[src/rtl/jt12_i2s_pkg.sv]
// jt12_i2s_pkg: shared constants for the jt12 I2S transmitter.
// PCM width, lrck slot encoding and a frame-length helper (clk cycles).
package jt12_i2s_pkg;

   localparam int   PCM_W      = 16;
   localparam logic LRCK_LEFT  = 1'b0;
   localparam logic LRCK_RIGHT = 1'b1;

   // clk cycles per stereo frame: two slots, two bclk halves per bit
   function automatic int frame_len(input int slot_bits,
                                    input int bclk_half);
      return 4 * slot_bits * bclk_half;
   endfunction

endpackage

[src/rtl/jt12_i2s_clkgen.sv]
// jt12_i2s_clkgen: bclk divider for the I2S transmitter.
// Ports: clk, rst (async high) -> bclk, fall (1-clk strobe as bclk drops).
module jt12_i2s_clkgen
   import jt12_i2s_pkg::*;
#(
   parameter int BCLK_HALF = 8
) (
   input  logic clk,
   input  logic rst,
   output logic bclk,
   output logic fall
);

   localparam int D_W = (BCLK_HALF > 1) ? $clog2(BCLK_HALF) : 1;

   logic [D_W-1:0] div_cnt_q, div_cnt_d;
   logic           bclk_q, bclk_d;
   logic           term;

   always_comb begin
      term      = (div_cnt_q == D_W'(BCLK_HALF - 1));
      div_cnt_d = term ? '0 : div_cnt_q + 1'b1;
      bclk_d    = term ? ~bclk_q : bclk_q;
   end

   always_ff @(posedge clk or posedge rst) begin
      if (rst) begin
         div_cnt_q <= '0;
         bclk_q    <= 1'b0;
      end else begin
         div_cnt_q <= div_cnt_d;
         bclk_q    <= bclk_d;
      end
   end

   // Combinational so frame state updates on the same edge bclk drops
   assign fall = term & bclk_q;
   assign bclk = bclk_q;

endmodule

[src/rtl/jt12_i2s_tx.sv]
// jt12_i2s_tx: double-buffered Philips I2S serialiser for jt12 PCM output.
// Ports: clk, rst, sample, left_in, right_in -> bclk, lrck, sdata.
// Option JT12_I2S_OVR_EN adds ovr_clr (in) and ovr (sticky overwrite flag).
module jt12_i2s_tx
   import jt12_i2s_pkg::*;
#(
   parameter int BCLK_HALF = 8,
   parameter int SLOT_BITS = 16
) (
   input  logic             clk,
   input  logic             rst,
   input  logic             sample,
   input  logic [PCM_W-1:0] left_in,
   input  logic [PCM_W-1:0] right_in,
   output logic             bclk,
   output logic             lrck,
   output logic             sdata
`ifdef JT12_I2S_OVR_EN
   ,
   input  logic             ovr_clr,
   output logic             ovr
`endif
);

   localparam int F_W    = 2 * SLOT_BITS;
   localparam int P_W    = $clog2(F_W);
   localparam int P_LAST = F_W - 1;

   logic             fall;
   logic             load;
   logic [P_W-1:0]   p_q, p_d, p_next;
   logic             lrck_q, lrck_d;
   logic             sdata_q, sdata_d;
   logic [F_W-1:0]   f_q, f_d;
   logic [PCM_W-1:0] hold_l_q, hold_l_d;
   logic [PCM_W-1:0] hold_r_q, hold_r_d;
   logic             pending_q, pending_d;

   // {L, pad, R, pad}; pad bits are zero
   function automatic logic [F_W-1:0] build(input logic [PCM_W-1:0] l,
                                            input logic [PCM_W-1:0] r);
      return (F_W'(l) << (F_W - PCM_W)) |
             (F_W'(r) << (SLOT_BITS - PCM_W));
   endfunction

   jt12_i2s_clkgen #(
      .BCLK_HALF (BCLK_HALF)
   ) u_clkgen (
      .clk  (clk),
      .rst  (rst),
      .bclk (bclk),
      .fall (fall)
   );

   always_comb begin
      p_next    = (p_q == P_W'(P_LAST)) ? '0 : p_q + 1'b1;
      load      = fall && (p_next == '0);
      p_d       = p_q;
      lrck_d    = lrck_q;
      sdata_d   = sdata_q;
      f_d       = f_q;
      hold_l_d  = hold_l_q;
      hold_r_d  = hold_r_q;
      pending_d = pending_q;

      if (sample) begin
         hold_l_d = left_in;
         hold_r_d = right_in;
      end

      if (fall) begin
         p_d     = p_next;
         lrck_d  = (p_next >= P_W'(SLOT_BITS)) ? LRCK_RIGHT : LRCK_LEFT;
         // old MSB gives the one-bclk I2S delay after lrck moves
         sdata_d = f_q[F_W-1];
         if (load)
            f_d = sample ? build(left_in, right_in)
                         : build(hold_l_q, hold_r_q);
         else
            f_d = {f_q[F_W-2:0], 1'b0};
      end

      // a sample on the load fall bypasses into F, so nothing is left pending
      if (load)
         pending_d = 1'b0;
      else if (sample)
         pending_d = 1'b1;
   end

   always_ff @(posedge clk or posedge rst) begin
      if (rst) begin
         p_q       <= P_W'(P_LAST);
         lrck_q    <= LRCK_RIGHT;
         sdata_q   <= 1'b0;
         f_q       <= '0;
         hold_l_q  <= '0;
         hold_r_q  <= '0;
         pending_q <= 1'b0;
      end else begin
         p_q       <= p_d;
         lrck_q    <= lrck_d;
         sdata_q   <= sdata_d;
         f_q       <= f_d;
         hold_l_q  <= hold_l_d;
         hold_r_q  <= hold_r_d;
         pending_q <= pending_d;
      end
   end

   assign lrck  = lrck_q;
   assign sdata = sdata_q;

`ifdef JT12_I2S_OVR_EN
   logic ovr_q, ovr_d;

   // set wins over clear
   always_comb begin
      ovr_d = ovr_q;
      if (ovr_clr)
         ovr_d = 1'b0;
      if (sample && pending_q)
         ovr_d = 1'b1;
   end

   always_ff @(posedge clk or posedge rst) begin
      if (rst)
         ovr_q <= 1'b0;
      else
         ovr_q <= ovr_d;
   end

   assign ovr = ovr_q;
`endif

endmodule

[config.mk]
export PLATFORM = sky130hd
export DESIGN_NAME = jt12_i2s_tx
export DESIGN_NICKNAME = d
export VERILOG_FILES = /design/src/rtl/jt12_i2s_pkg.sv /design/src/rtl/jt12_i2s_clkgen.sv /design/src/rtl/jt12_i2s_tx.sv
export SDC_FILE = /design/constraint.sdc
export NUM_CORES = 1
export LEC_CHECK = 0
export BUFFER_PORTS_ARGS = -buffer_cell sky130_fd_sc_hd__buf_2
export CAP_MARGIN = 0
export CORE_ASPECT_RATIO = 1.25
export CORE_UTILIZATION = 57
export DETAILED_ROUTE_END_ITERATION = 12
export GPL_TIMING_DRIVEN = 0
export PLACE_DENSITY = 0.78
export SLEW_MARGIN = 20
export SYNTH_ARGS = -nofsm -noshare
export SYNTH_HDL_FRONTEND = slang
export SYNTH_SLANG_ARGS = --single-unit
[constraint.sdc]
create_clock -name clk -period 3.2 [get_ports clk]
set_input_delay 0.48 -clock clk [delete_from_list [all_inputs] [get_ports clk]]
set_output_delay 0.48 -clock clk [all_outputs]
set_load 0.02 [all_outputs]
==> summary.md <==
| Metric | Value |
|---|---|
| Final setup vio count | 0 |
| Cell Pwr Density | 562 mW/mm^2 |
| Fin. Hold Viols | 0 |
| Critical path class | reg -> reg |
| Total gr overflow | 0 |
| Total iterations of the first detailed-routing run | 4 |
| Worst Hold Class | in -> async |
| Share of cells above drive strength 1 | 38.6% |
| Fin crit period | 2.33 ns |
| Root Buffer | clkbuf_8 |
| Post-cts resize count | 0 |
| GR peak layer | met2 |
| Nets | 307 |
| Worst-margin pin slew | 0.487 ns |
| CTS Sinks | 75 |
| Grt met1 use | 28.1% |
| Critical Path End Type | flop |
| Worst reg2reg path depth | 7 |
| Fmax | 430 MHz |
| First-pass GRT wire length | between 8 and 9 mm |
| Core box area | between 0.005 and 0.006 sq mm |
| Relative slew margins | 67.4% |
| CP bufs+invs | 1 |
| RSZ-0062 raised after global routing | no |
| Routed Antenna Nets | 0 |
| Clock latency at the later pin of the worst-skew pair | 0.34 ns |
| Max Cap Viol | 0 |
| TritonCTS buffer count | 9 |
| Vias | 1,935 |
| Most common cell after layout, fill and taps aside | dfrtp_1 |
| Critical path data arrival time | 2.55 ns |
| Global Route met3 Usage | 5.30% |
| Slowest CP cell | dfstp_2 |
| Period utilisation layout | between 70% and 80% |
| Antenna Cells | 0 |
| DRC | 0 |
| Clk_skew | slightly above 0.009 ns |
| Met2 usage | approximately a third |
| Setup TNS | 0 ns |
| CP Max Fanout | 10 |
| Mapped Nets | 259 |
| R2R Path Start | p_q[0] |
| Status | complete, no violations |
| Wirelength per Cell | ~16 microns |
| R2r setup slk | 0.87 ns |
| Initial antenna violation count | 0 |
| Cell area after synthesis | 0.00310 sq mm |
| Cell family with most CP delay | flip-flops |
| Post-Layout Cell Count | 334 |
| Syn avg cell area | 14.2 sq um |
| P&R area growth vs syn | 17.8% |
| H-tree levels | 3 |
| Max Root-Sink Buffers | 2 |
| Chip height | 84.5 microns |
| Leak pwr | 0.00176 uW |
| Inst Count DP | 318 |
| Register bit total from synthesis | 75 |
| Most frequent cells in the layout | dfrtp_1 (69), buf_2 (42), and2_1 (32) |
| Die width | 68.0 microns |
| Max VDD drop | 0.371 mV |
| Worst path required time | 3.42 ns |
| Post-Synthesis Cells | 219 |
| Vias in the first global route | 1,931 |
| Row cnt | 29 |
| Initial Utilization | 60.2% |
| Post-CTS Setup Bufs | 0 |
| Clock transition at path regs | 0.08 ns |
| Max incr delay on CP | 0.60 ns |
| Vias per inst | 5.79 |
| Die Area | around 0.0057 sq mm |
| CP startpoint kind | flop |
| Register area share after synthesis | 60.8% |
| Routed WL | 5.30 mm |
| Maximum number of pins on one net before global-route repair | 48 |
| CP most frequent cell | ha_1 |
| Post-CTS Hold Buffers | 0 |
| Gr usage total | between 20% and 30% |
| Initial DRC count | around 140 |
| Critical-path cell list | ha_1, and3_2, ha_1, nand2b_1, o21ba_2, buf_2, a221o_2 |
| Port bufs | 36 |
| Final Slew Violations | 0 |
| Gp weighted congestion | 0.691 |
| CTS tree | done |
| Synth warnings | 0 |
| RR Endpoint | f_q[29] |
| DP HPWL | 3.54 mm |
| Synth cell types | 28 |
| I/O pin total | 38 |
-- report_power, final --
part           switching [uW]  total (uW)  internal [uW]  leakage [uW]
Clock                     347         947            600      0.000131
Combinational            53.9         109           55.2      0.000679
Sequential               9.26         996            987      0.000950
-- state kept, by name, indices dropped and copies added (netlist names) --
register and count:
u_clkgen.div_cnt_q 3, hold_l_q 16, lrck 1, hold_r_q 16, p_q 5, f_q 32, sdata 1, u_clkgen.bclk 1
-- cells by family (layout without fill, tap and decap cells) --
| family | after synthesis | count (layout) | share of synthesized area [%] |
|---|---|---|---|
| AO/OA/AOI/OAI | 40 | 40 | 12.3 |
| multiplexers | 35 | 35 | 12.7 |
| buffers and inverters | 15 | 68 | 2.78 |
| XOR/XNOR | 1 | 1 | 0.283 |
| flip-flops | 75 | 75 | 60.8 |
| AND/OR/NAND/NOR | 48 | 48 | 9.08 |
| adder cells (fa/ha/maj) | 5 | 5 | 2.02 |
-- synth_stat cells --
cell type	number	share of area [%]
o21ba_2	1	0.32
a311oi_2	1	0.48
dfrtp_1	69	56
o21ai_0	4	0.65
buf_2	6	0.97
nand2_1	6	0.73
nand3_1	1	0.16
inv_1	1	0.12
clkbuf_1	5	0.61
mux2_2	31	11
a31oi_1	1	0.20
buf_6	3	1.1
ha_1	5	2.0
nand3b_1	1	0.24
nor2_1	3	0.36
nor3_1	1	0.16
nor3_2	1	0.32
dfstp_2	6	5.1
and2_1	32	6.5
a22o_2	1	0.32
a221o_2	1	0.36
nand4_1	1	0.20
and3_2	1	0.24
a21bo_1	1	0.32
a221o_1	30	9.7
nand2b_1	1	0.20
mux2_1	4	1.5
xor2_1	1	0.28
-- per-layer routing --
layer | vias to the layer above | wire, microns | share of wire, %
met5 | - | 0 | 0
met4 | 0 | 86 | 1.6
met3 | 7 | 187 | 3.5
met2 | 38 | 2600 | 49
met1 | 983 | 2430 | 46
li1 | 907 | - | -
-- final cells by class --
class / count / area, sq um
Fill cell: 373 / 1500
Tap cell: 62 / 77.6
Sequential cell: 75 / 1880
Buffer: 14 / 82.6
Multi-Input combinational cell: 129 / 1130
Timing Repair Buffer: 37 / 208
Clock inverter: 6 / 138
Clock buffer: 10 / 128
Inverter: 1 / 6.26
-- metrics by stage --
step	area (sq um)	utilization, %	power (uW)	setup slack (ns)	hold WS, ns
finish	3650	70.9	2050	0.872	0.123
global route	3650	70.9	2110	0.767	0.150
CTS	3650	70.9	2070	0.864	0.124
detailed placement	3390	65.8	1130	0.892	0.428
global placement	3360	65.2	1120	0.0535	0.416
floorplan	3100	-	1080	0.820	0.403
-- how the worst max path moves through the flow --
stage | start | end | cells after the start
3_3_place_gp | rst | f_q[23] | 2
4_1_cts | p_q[0] | f_q[29] | 7
3_5_place_dp | p_q[0] | f_q[29] | 7
2_1_floorplan | rst | f_q[0] | 1
6_report | p_q[0] | f_q[29] | 7
5_1_grt | p_q[0] | f_q[29] | 7
Power figures use the tool's default switching activity.
